<file path="src/rtl/matrix_stream_flatten.sv">
// matrix_stream_flatten: packs IN_PAR-wide row-major chunks into one flattened DIM1 x DIM0 matrix word.
// Defining MATRIX_STREAM_FLATTEN_TRANSPOSE_EN adds a per-matrix transpose input for column-major output.
module matrix_stream_flatten #(
  parameter int DATA_WIDTH = 32,
  parameter int DIM0       = 4,
  parameter int DIM1       = 4,
  parameter int IN_PAR     = 4
) (
  input  logic                           clk,
  input  logic                           rst,
`ifdef MATRIX_STREAM_FLATTEN_TRANSPOSE_EN
  input  logic                           transpose,
`endif
  input  logic [DATA_WIDTH-1:0]          data_in [IN_PAR],
  input  logic                           data_in_valid,
  output logic                           data_in_ready,
  output logic [DATA_WIDTH*DIM0*DIM1-1:0] data_out,
  output logic                           data_out_valid,
  input  logic                           data_out_ready
);
  localparam int N_ELEM  = DIM0 * DIM1;
  localparam int N_BEATS = N_ELEM / IN_PAR;
  localparam int CW      = N_BEATS > 1 ? $clog2(N_BEATS) : 1;
  typedef enum logic {COLLECT, OUTPUT} state_t;
  state_t                       state_q, state_d;
  logic [CW-1:0]                cnt_q, cnt_d;
  logic [DATA_WIDTH*N_ELEM-1:0] store_q, store_d;
  logic                         accept, last;
  assign accept = state_q == COLLECT && data_in_valid;
  assign last   = int'(cnt_q) == N_BEATS - 1;
`ifdef MATRIX_STREAM_FLATTEN_TRANSPOSE_EN
  logic tr_q, tr_d, tr;
  // beat 0 uses the live input so the whole matrix sees one orientation
  assign tr   = cnt_q == '0 ? transpose : tr_q;
  assign tr_d = accept && cnt_q == '0 ? transpose : tr_q;
`endif
  always_comb begin
    store_d = store_q;
    for (int i = 0; i < N_ELEM; i++)
      if (accept && int'(cnt_q) == i / IN_PAR)
`ifdef MATRIX_STREAM_FLATTEN_TRANSPOSE_EN
        store_d[(tr ? (i % DIM0) * DIM1 + i / DIM0 : i) * DATA_WIDTH +: DATA_WIDTH] = data_in[i % IN_PAR];
`else
        store_d[i * DATA_WIDTH +: DATA_WIDTH] = data_in[i % IN_PAR];
`endif
  end
  always_comb begin
    state_d = state_q;
    cnt_d   = cnt_q;
    if (accept) begin
      cnt_d   = last ? '0 : cnt_q + 1'b1;
      state_d = last ? OUTPUT : COLLECT;
    end
    if (state_q == OUTPUT && data_out_ready) state_d = COLLECT;
  end
  always_ff @(posedge clk or posedge rst) begin
    if (rst) begin
      state_q <= COLLECT;
      cnt_q   <= '0;
      store_q <= '0;
`ifdef MATRIX_STREAM_FLATTEN_TRANSPOSE_EN
      tr_q    <= 1'b0;
`endif
    end else begin
      state_q <= state_d;
      cnt_q   <= cnt_d;
      store_q <= store_d;
`ifdef MATRIX_STREAM_FLATTEN_TRANSPOSE_EN
      tr_q    <= tr_d;
`endif
    end
  end
  assign data_out       = store_q;
  assign data_in_ready  = state_q == COLLECT;
  assign data_out_valid = state_q == OUTPUT;
endmodule

</file>
<file path="config.mk">
export PLATFORM = sky130hd
export DESIGN_NAME = matrix_stream_flatten
export DESIGN_NICKNAME = d
export VERILOG_FILES = /design/src/rtl/matrix_stream_flatten.sv
export SDC_FILE = /design/constraint.sdc
export NUM_CORES = 1
export LEC_CHECK = 0
export CAP_MARGIN = 15
export CORE_AREA = 2 2 254 256
export DETAILED_ROUTE_END_ITERATION = 10
export DIE_AREA = 0 0 256 258
export GPL_ROUTABILITY_DRIVEN = 0
export GPL_TIMING_DRIVEN = 0
export PLACE_DENSITY_LB_ADDON = 0.2
export SLEW_MARGIN = 40
export SYNTH_ARGS = -nofsm -noshare
export SYNTH_HDL_FRONTEND = slang
export SYNTH_SLANG_ARGS = --single-unit
</file>
<file path="constraint.sdc">
create_clock -name clk -period 27.8 [get_ports clk]
set_input_delay 5.56 -clock clk [delete_from_list [all_inputs] [get_ports clk]]
set_output_delay 5.56 -clock clk [all_outputs]
set_load 0.005 [all_outputs]
</file>
* Yosys cells after proc, flatten, opt, wreduce, memory -nomap -nowiden
Cells that the tools add are included.
** Cells by class
- $add $sub $neg :: 1
- Equality and inequality tests :: 3
- Multiplexer cells :: 4
- Bitwise logic cells :: 1
- Reductions and logical operators :: 8
** Operators with widths (count)
- $logic_and A1 B1 Y1 :: 6
- $eq A2 B2 Y1 const B :: 2
- $mux W1 :: 3
- $add A2 B1 Y2 const B :: 1
- $eq A2 B1 Y1 const B :: 1
- $logic_not A2 Y1 :: 1
- $mux W2 :: 1
- $reduce_bool A2 Y1 :: 1
- $not A1 Y1 :: 1
** Storage, ports and cells
- Register bits :: 515
- Output and inout port bits :: 514
- Word-level logic and storage cells :: 23

* Longest topological paths before layout
Gate-level depths: netlist of run 1.
- Word-level depth :: 4
- Depth in mapped cells :: 6
- Gate-level depth less buffers :: 4

* Least setup slack after synthesis of run 1
No wires, ideal clock.
- Path type :: input to register
- Start point :: input port data_in_valid
- End point :: register store_q[384], in the netlist data_out[384]
- Arrival time :: 6.374 ns
- Path slack :: 21.301 ns
- Stages on the path :: 4
- Path through :: nand3b_1 > buf_2 > buf_4 > mux2_2
** Between the ends
- Longest elaborated chain between the ends :: 2
** Ends and longest elaborated chain
- from (decl) :: RTL line 15 : input logic data_in_valid,
- $logic_and A1 B1 Y1 :: RTL line 29 : assign accept = state_q == COLLECT && data_in_valid;
- $logic_and A1 B1 Y1 :: RTL line 40 : if (accept && int'(cnt_q) == i / IN_PAR)
- to (signal assigned) :: RTL line 67 : store_q <= store_d;
- to (decl) :: RTL line 27 : logic [DATA_WIDTH*N_ELEM-1:0] store_q, store_d;
Every way passes these cells.
A chain may end at the register's enable or synchronous reset.

* Worst setup path in the final report of run 1
- Start point :: register state_q, in the netlist data_out_valid
- End point :: output port data_in_ready
** Between the ends
- Longest elaborated chain between the ends :: 1
** Ends and longest elaborated chain
- from (decl) :: RTL line 25 : state_t state_q, state_d;
- from (signal assigned) :: RTL line 65 : state_q <= state_d;
- $not A1 Y1 :: RTL line 74 : assign data_in_ready = state_q == COLLECT;
- to (decl) :: RTL line 16 : output logic data_in_ready,
Every way passes these cells.

==> flow_results.org, run 1 <==
** Run status
- The flow ran to the end, and the final reports show no timing, DRC or antenna violations.

** Critical path
- In this run the register-to-register setup slack is 25760 ps.
- Cell with the largest stage delay on the worst path :: sky130_fd_sc_hd__clkdlybuf4s50_1
- The kind of cell with the highest combined delay along the critical path is buffers and inverters.
- The number of cells on the worst reg-to-reg path is 6.
- Origin of the critical flop-to-flop path :: cnt_q[1]$_DFFE_PP0P_
- The critical path contains buffers and inverters numbering 2 combined.
- Sequence of cells on the critical path :: inv_1 -> clkdlybuf4s50_1
- Critical path data arrival time :: 1730 ps
- Of all nets on the critical path, the largest fanout is 7.
- At the worst endpoint, the required time is 22240 ps.
- The critical path in this run is classified as reg -> out.
- Crit. End Element :: primary output
- STA classifies the critical path startpoint as a flip-flop.
- For this run, the slowest stage of the critical path takes 520 ps.
- Endpoint of the worst register-to-register path :: data_out[213]$_DFFE_PP0P_
- Critical path depth :: 2

** Clocking
- The tree is rooted in a sky130_fd_sc_hd__clkbuf_16.
- Number of buffers added to fix hold violations after cts :: 0
- The clock reaches the later pin of the worst-skew pair after 600 ps.
- No sink is reached through more buffers than the 3 on the longest clock path.
- TritonCTS clock tree :: built
- Clock-pin slew was measured on the worst setup and hold paths at 60 ps.
- CTS built an H-tree with a depth of 2.
- Num CTS Buffers :: 56
- The clock drives 515 sinks.
- Post-cts gate resize count :: 0
- Buffers inserted by post-CTS timing repair :: 0

** Die
- Std-Cell Core Area :: 0.0636 mm^2
- Initial core utilization :: 30.2%
- Row count :: 93
- Die outline height :: 258 um
- For this design the top-level I/O count stands at 646.
- From left edge to right edge, the die measures 256 um.
- Area of the die :: 0.0660 mm^2

** Detailed routing
- The first detailed-routing pass ran for 4 iterations.
- The detail route stage leaves a number of antenna-violating nets equal to 0.
- Dividing the detail-routed via count by the number of cells gives 4.47.
- Dividing the detail-routed wire length by the instance count gives 22.2 um.
- Post-Route WL :: 60300 um
- After the first detailed-routing iteration, the DRC count stood at 401.
- DRC violation count after routing :: 0
- Count of vias placed by the detailed router :: 12108

** Timing
- Smallest setup slack after layout :: 20510 ps
- Derived from the worst setup path, the maximum achievable clock frequency is 137 MHz.
- The final hold violation count came to 0.
- For the finished layout, the period the worst path requires is 7300 ps.
- The final count of pins violating max slew is 0.
- Worst Clk Skew :: 26.0 ps
- In the finished design, the share of the clock period the worst path needs comes to 26.2%.
- Max-slew headroom :: 69.3%
- Setup repair after global routing missed its margin :: false
- Setup violations remaining at the end of the flow were counted as 0.
- Final TNS setup :: 0 ps
- At the pin with the least slew margin, the transition time is 460 ps.

** Synthesis
- Yosys printed 0 warnings.
- Mapped Nets :: 1236
- The synthesized netlist occupies a cell area of 0.0192 mm^2.
- Yosys mapped the design onto 11 distinct sky130hd cell types.
- Synthesized instance count :: 1100
- Register area share after synthesis :: 67.0%
- After synthesis the netlist holds a flip-flop and latch count of 515.
- Average size of a mapped cell :: 17.5 um^2

** Min path
- The worst hold path begins at data_out[42]$_DFFE_PP0P_.
- The worst hold path belongs to the class reg -> reg.
- Min-Delay Endpoint :: data_out[42]$_DFFE_PP0P_
- Along the worst hold path, the cell count comes to 1.

** Layout
- In the final layout, flip-flops and latches occupy 0.0129 mm^2.
- After the last flow step, the layout net total stands at 1946.
- The post-route netlist has 36.1% of its cells at a drive strength greater than 1.
- The layout has 5759 filler cells.
- For this run, the share of the core covered by cells in the final layout is 45.3%.
- Layout overhead on the synthesized area :: 50.0%
- Excluding fillers, the count of instances in the completed layout stands at 2709.
- The multi-input combinational cells in the finished layout cover a total of 0.00588 mm^2.

** Global routing
- After global routing the overflow that remains totals 0.
- Wire length of the first global-routing pass :: 89100 um
- The initial antenna violation count came to 3.
- Entering global routing, the biggest net connects 81 pins.
- The number of global-route vias before repair was 13177.
- Global routing used 17.9% of the available tracks.

** Power and ir drop
- Power spread over the standard cell area amounts to 128 mW/mm^2.
- Max VDD drop :: 0.0611 mV
- The analysis attributes to cell leakage a power of 12.2 nW.

** Place
- DP Cell Count :: 2607
- Detailed placer's ending HPWL :: 44600 um
- Before CTS, the worst setup slack after placement is 19970 ps.
- Count of input and output buffers :: 645

** Flow run
- Max-cap violations in this run came to 0.
## flip-flops by register name, indices dropped and copies added (netlist names)
name and count:
data_out 512, cnt_q 2, data_out_valid 1
## routing by layer
metal / wire length (um) / vias up / GRT usage [%]
li1: - / 5321 / -
met5: 27 / - / 0
met3: 4820 / 97 / 6.72
met1: 22700 / 6290 / 20.0
met4: 1630 / 4 / 5.36
met2: 31100 / 396 / 31.7
## how the worst max path moves through the flow
stage,slack (ps),startpoint,to
2_1_floorplan,7860,rst,cnt_q[0]$_DFFE_PP0P_
3_3_place_gp,1790,rst,data_out[60]$_DFFE_PP0P_
3_5_place_dp,19970,rst,data_out[54]$_DFFE_PP0P_
4_1_cts,20470,data_out_valid$_DFFE_PP0P_,data_in_ready
5_1_grt,20420,rst,data_out[53]$_DFFE_PP0P_
6_report,20510,data_out_valid$_DFFE_PP0P_,data_in_ready
## per-stage QoR
stage / area [um^2] / power, mW / hold WS [ps]
after floorplan: 19200 / 1.90 / 504
after global placement: 26700 / 2.93 / 487
after detailed placement: 26900 / 2.96 / 491
after CTS: 28800 / 3.74 / 505
after global routing: 28800 / 3.88 / 512
final: 28800 / 3.68 / 501
## logic make-up (layout without fill, tap and decap cells)
family	count (synthesis)	in the layout	share of synthesized area, %
DFF	515	515	67.0
muxes	514	514	30.1
buffers and inverters	60	813	2.36
and+or+nand+nor	6	6	0.208
adders and majority gates	4	4	0.260
AOI/OAI and AO/OA	1	1	0.0260
other	0	1	0
## power breakdown
part	switching [mW]	leakage (nW)	internal, mW
clock network	0.302	0.926	0.451
registers	0.196	6.12	1.14
logic	0.545	5.14	1.04
## synth_stat cells
| library cell | number | area share, % |
|---|---|---|
| sky130_fd_sc_hd__buf_2 | 8 | 0.21 |
| sky130_fd_sc_hd__buf_4 | 38 | 1.5 |
| sky130_fd_sc_hd__buf_6 | 10 | 0.59 |
| sky130_fd_sc_hd__dfrtp_1 | 515 | 67 |
| sky130_fd_sc_hd__ha_1 | 4 | 0.26 |
| sky130_fd_sc_hd__inv_1 | 4 | 0.078 |
| sky130_fd_sc_hd__mux2_2 | 514 | 30 |
| sky130_fd_sc_hd__nand3b_1 | 4 | 0.16 |
| sky130_fd_sc_hd__nor2_1 | 1 | 0.020 |
| sky130_fd_sc_hd__nor2b_1 | 1 | 0.033 |
| sky130_fd_sc_hd__o21ai_0 | 1 | 0.026 |
## placed cells by master (no fill, tap or decap)
| master | instances |
|---|---|
| sky130_fd_sc_hd__inv_8 | 1 |
| sky130_fd_sc_hd__dfrtp_1 | 515 |
| sky130_fd_sc_hd__clkbuf_16 | 57 |
| sky130_fd_sc_hd__nand3b_1 | 4 |
| sky130_fd_sc_hd__clkinv_2 | 11 |
| sky130_fd_sc_hd__buf_6 | 10 |
| sky130_fd_sc_hd__o21ai_0 | 1 |
| sky130_fd_sc_hd__nor2b_1 | 1 |
| sky130_fd_sc_hd__clkbuf_1 | 10 |
| sky130_fd_sc_hd__mux2_2 | 514 |
| sky130_fd_sc_hd__ha_1 | 4 |
| sky130_fd_sc_hd__buf_4 | 38 |
| sky130_fd_sc_hd__nor2_1 | 1 |
| sky130_fd_sc_hd__buf_16 | 7 |
| sky130_fd_sc_hd__clkbuf_8 | 15 |
| sky130_fd_sc_hd__diode_2 | 1 |
| sky130_fd_sc_hd__clkinv_4 | 1 |
| sky130_fd_sc_hd__buf_2 | 8 |
| sky130_fd_sc_hd__bufinv_16 | 4 |
| sky130_fd_sc_hd__clkdlybuf4s50_1 | 645 |
| sky130_fd_sc_hd__inv_1 | 3 |
| sky130_fd_sc_hd__clkinvlp_4 | 3 |
## area by class of cell
type / count / share of cell area, %
Multi-Input combinational cell: 525 / 20.4
Clock buffer: 82 / 5.79
Tap cell: 855 / 3.71
Clock inverter: 19 / 0.716
Antenna cell: 1 / 0.00868
Timing Repair Buffer: 652 / 23.1
Inverter: 4 / 0.0781
Sequential cell: 515 / 44.7
Buffer: 56 / 1.52
No activity file was read; power rests on OpenSTA's default activity.
==> run 2: changes to the inputs <==
--- a/config.mk
+++ b/config.mk
@@ -6,9 +6,9 @@
 export NUM_CORES = 1
 export LEC_CHECK = 0
 export CAP_MARGIN = 15
-export CORE_AREA = 2 2 254 256
+export CORE_AREA = 2 2 255 257
 export DETAILED_ROUTE_END_ITERATION = 10
-export DIE_AREA = 0 0 256 258
+export DIE_AREA = 0 0 257 259
 export GPL_ROUTABILITY_DRIVEN = 0
 export GPL_TIMING_DRIVEN = 0
 export PLACE_DENSITY_LB_ADDON = 0.2
==> constraint.sdc (replaced) <==
create_clock -name clk -period 6.05 [get_ports clk]
set_input_delay 1.21 -clock clk [delete_from_list [all_inputs] [get_ports clk]]
set_output_delay 1.21 -clock clk [all_outputs]
set_load 0.005 [all_outputs]
==> flow_results.org, run 2 (synthesized netlist as in run 1, its figures left out) <==
** Timing
- The routed design could run at a clock period as short as 2910 ps.
- The final hold violation count was 0 (unchanged).
- In the finished design, the share of the clock period the worst path needs comes to 48.1%.
- Worst Tran Pin Value :: 481 ps (+21.0 ps)
- Setup repair after global routing left no endpoint under its margin.
- The worst setup skew after layout came to 21.9 ps (-4.12 ps).
- The post-route setup TNS was 0 ps (unchanged).
- Based on the critical path, the design can be clocked at up to 344 MHz.
- Max-slew headroom :: 67.9% (-1.4 points)
- The final count of pins violating max slew came to 0 (unchanged).
- Worst hold slack after final layout :: 500 ps (-1.02 ps)
- The number of setup violations in the final report came to 0 (unchanged).
- The least setup slack across all paths after layout is 3140 ps (-17360 ps).

** Global routing
- The number of global-route vias before repair was 13324 (+1.1%).
- The global routing usage summed across all routing layers is 17.8% (-0.086 points).
- Number of antenna violations at the first check in global routing :: 3 (unchanged)
- Wire length of the first global-routing pass :: 89400 um (+0.38%)
- The pin count of the biggest net entering global routing is 28 (-65%).
- Sum of overflow across all layers after global routing :: 0 (unchanged)

** Power and ir drop
- Switching power :: 4.77 mW (+360%)
- LEAKAGE :: 12.3 nW (+1.3%)
- The relative contribution of the clock network to total power was 20.0% (-0.5 points).
- The relative contribution of combinational cells to total power is 43.6% (+0.4 points).
- Max VDD drop :: 0.284 mV (+360%)
- The internal power component was 12.0 mW (+360%).
- Net switching share of the total power :: 28.4% (about the same)
- The power share of the sequential group is 36.4% (about the same).
- The total power per unit cell area is 576 mW/mm^2 (+350%).

** Detailed routing
- Post-Route WL :: 59900 um (-0.63%)
- The amount of wire on met2 after detailed routing came to 30500 um (-1.9%).
- Number of nets with antenna violations after routing :: 0 (unchanged)
- Final routed wire length divided by cell count :: 22.0 um (-1.2%)
- The routed length on met3 is 5130 um (+6.4%).
- Initial DRC Count :: 375 (-6.5%)
- The remaining routing DRC violations was 0 (unchanged).
- Highest metal used :: met5
- The total number of vias came to 12108 (unchanged).
- The number of optimization iterations in the first detailed-route pass is 4 (unchanged).
- Post-route met1 wirelength :: 22500 um (-0.80%)
- Mean number of vias per cell :: 4.44 (-0.62%)

** Layout
- The number of fill cells in the layout came to 5664 (-1.6%).
- Commonest non-fill, non-tap cell in the layout :: sky130_fd_sc_hd__clkdlybuf4s50_1
- The area of the multi-input gates was 0.00588 mm^2 (unchanged).
- The net total in the final layout is 1966 (+1.0%).
- The register area is 0.0129 mm^2 (unchanged).
- The fraction of final layout cells with drive strength greater than 1 was 36.3% (+0.15 points).
- Layout overhead on the synthesized area :: 51.7%
- The number of non-filler instances in the completed layout is 2726 (+0.63%).
- Leading cell types in the layout, fill and taps excluded :: sky130_fd_sc_hd__clkdlybuf4s50_1 (645), sky130_fd_sc_hd__dfrtp_1 (515), sky130_fd_sc_hd__mux2_2 (514), sky130_fd_sc_hd__clkbuf_16 (61), sky130_fd_sc_hd__buf_4 (38)
- Number of flip-flops under the largest register name :: 512 (unchanged)
- Final core utilization :: 45.7% (+0.37 points)

** Flow run
- Max-capacitance violation count :: 0 (unchanged)

** Clocking
- The total number of clock tree sinks came to 515 (unchanged).
- The post-cts gate resize count was 0 (unchanged).
- Num CTS Buffers :: 58 (+3.6%)
- Root Buffer Master :: sky130_fd_sc_hd__clkbuf_16
- Insertion delay to the later sink of the worst-skew pair :: 600 ps (about the same)
- Number of buffers added to fix hold violations after cts :: 0 (unchanged)
- TritonCTS clock tree :: built
- The clock-pin slew on the worst setup and hold paths was 60 ps (about the same).
- The count of buffers added by post-CTS timing repair for setup came to 0 (unchanged).
- Longest Clk Path Bufs :: 3 (unchanged)
- The number of H-tree branching levels came to 2 (unchanged).

** Die
- Initial core utilization :: 30.1% (-0.11 points)
- The height of the die came to 259 um (+0.39%).
- The number of top-level pins came to 646 (unchanged).
- The horizontal extent of the die was 257 um (+0.39%).
- Area of the die :: 0.0666 mm^2 (+0.78%)
- The count of standard-cell rows is 93 (unchanged).
- Std-Cell Core Area :: 0.0639 mm^2 (+0.37%)

** Critical path
- Crit start category :: flip-flop
- Top delay family on crit path :: buffers and inverters
- The signal arrival time at the worst endpoint came to 1700 ps (-30 ps).
- Worst setup path category :: reg -> out
- Traced cell by cell, the critical path runs through inv_1 -> clkdlybuf4s50_1.
- CP Buf/Inv Count :: 2 (unchanged)
- Largest driver fanout on the critical path :: 7 (unchanged)
- For this design, the slowest cell found on the critical path is sky130_fd_sc_hd__clkdlybuf4s50_1.
- The delay of the slowest cell on the worst path was 500 ps (-20 ps).
- Crit. End Element :: primary output
- The worst setup slack for register-to-register paths came to 4040 ps (-21720 ps).
- Worst EP required :: 4840 ps (-17400 ps)

** Min path
- The path class of the tightest hold or removal check is reg -> reg.

** Place
- The detailed-placement wirelength estimate is 45600 um (+2.1%).
- DP Cell Count :: 2625 (+0.69%)
- Count of input and output buffers :: 645 (unchanged)
- Worst setup timing slack at the placement stage :: 2790 ps (-17180 ps)

** Run status
- The run finished with clean final reports.
run 2: cell count changes in the layout (fill, tap and decap cells not counted):
cell and delta:
sky130_fd_sc_hd__clkbuf_16 +4, sky130_fd_sc_hd__clkbuf_1 +8, sky130_fd_sc_hd__clkbuf_8 -3, sky130_fd_sc_hd__buf_16 +6, sky130_fd_sc_hd__inv_6 +2, sky130_fd_sc_hd__clkinvlp_4 -2
sky130_fd_sc_hd__bufinv_16 -4, sky130_fd_sc_hd__inv_8 -1, sky130_fd_sc_hd__buf_12 +12, sky130_fd_sc_hd__clkinv_2 -5
run 2: metrics by stage:
step                      cell area (um^2)  total power, mW
after floorplan                      19200             8.74
after global placement               26800             13.5
after detailed placement             27400             13.6
after CTS                            29200             17.1
after global routing                 29200             17.8
final                                29200             16.8
run 2: power by group through the flow:
stage | registers (mW) | logic, mW | clock network, mW
global route | 6.35 | 7.79 | 3.63
detailed placement | 6.16 | 7.46 | 0
floorplan | 6.25 | 2.49 | 0
finish | 6.12 | 7.33 | 3.35
global placement | 6.11 | 7.35 | 0
CTS | 6.12 | 7.49 | 3.47
run 2: path summary, 6_finish.rpt:
kind                       cells after the start                       start                         to
setup / recovery                               2  data_out_valid$_DFFE_PP0P_              data_in_ready
hold / removal                                 1    data_out[44]$_DFFE_PP0P_   data_out[44]$_DFFE_PP0P_
setup reg to reg                               6        cnt_q[1]$_DFFE_PP0P_  data_out[218]$_DFFE_PP0P_
hold reg to reg                                1    data_out[44]$_DFFE_PP0P_   data_out[44]$_DFFE_PP0P_
max in group asynchronous                      9                         rst  data_out[436]$_DFFE_PP0P_
min in group asynchronous                      2                         rst  data_out[238]$_DFFE_PP0P_
run 2: final cells by class:
type,instances,share of cell area (%)
antenna,1,0.00858
buffer,56,1.50
clock buffer,91,6.03
clock inverter,9,0.193
inverter,4,0.0643
multi-input combinational,525,20.2
sequential,515,44.2
tap,855,3.67
timing repair buffer,670,24.2
run 2: layer usage:
metal | vias to the layer above | GRT usage (%)
li1 | 5362 | -
met1 | 6245 | 20.0
met2 | 403 | 31.1
met3 | 94 | 6.89
met4 | 4 | 5.52
met5 | - | 0
run 2: worst register-to-register path, cell delays in order, from the launching register on:
cell and delay (ps):
sky130_fd_sc_hd__dfrtp_1 400, sky130_fd_sc_hd__inv_1 90, sky130_fd_sc_hd__ha_1 190, sky130_fd_sc_hd__nand3b_1 90, sky130_fd_sc_hd__buf_2 420, sky130_fd_sc_hd__buf_4 350
sky130_fd_sc_hd__mux2_2 370
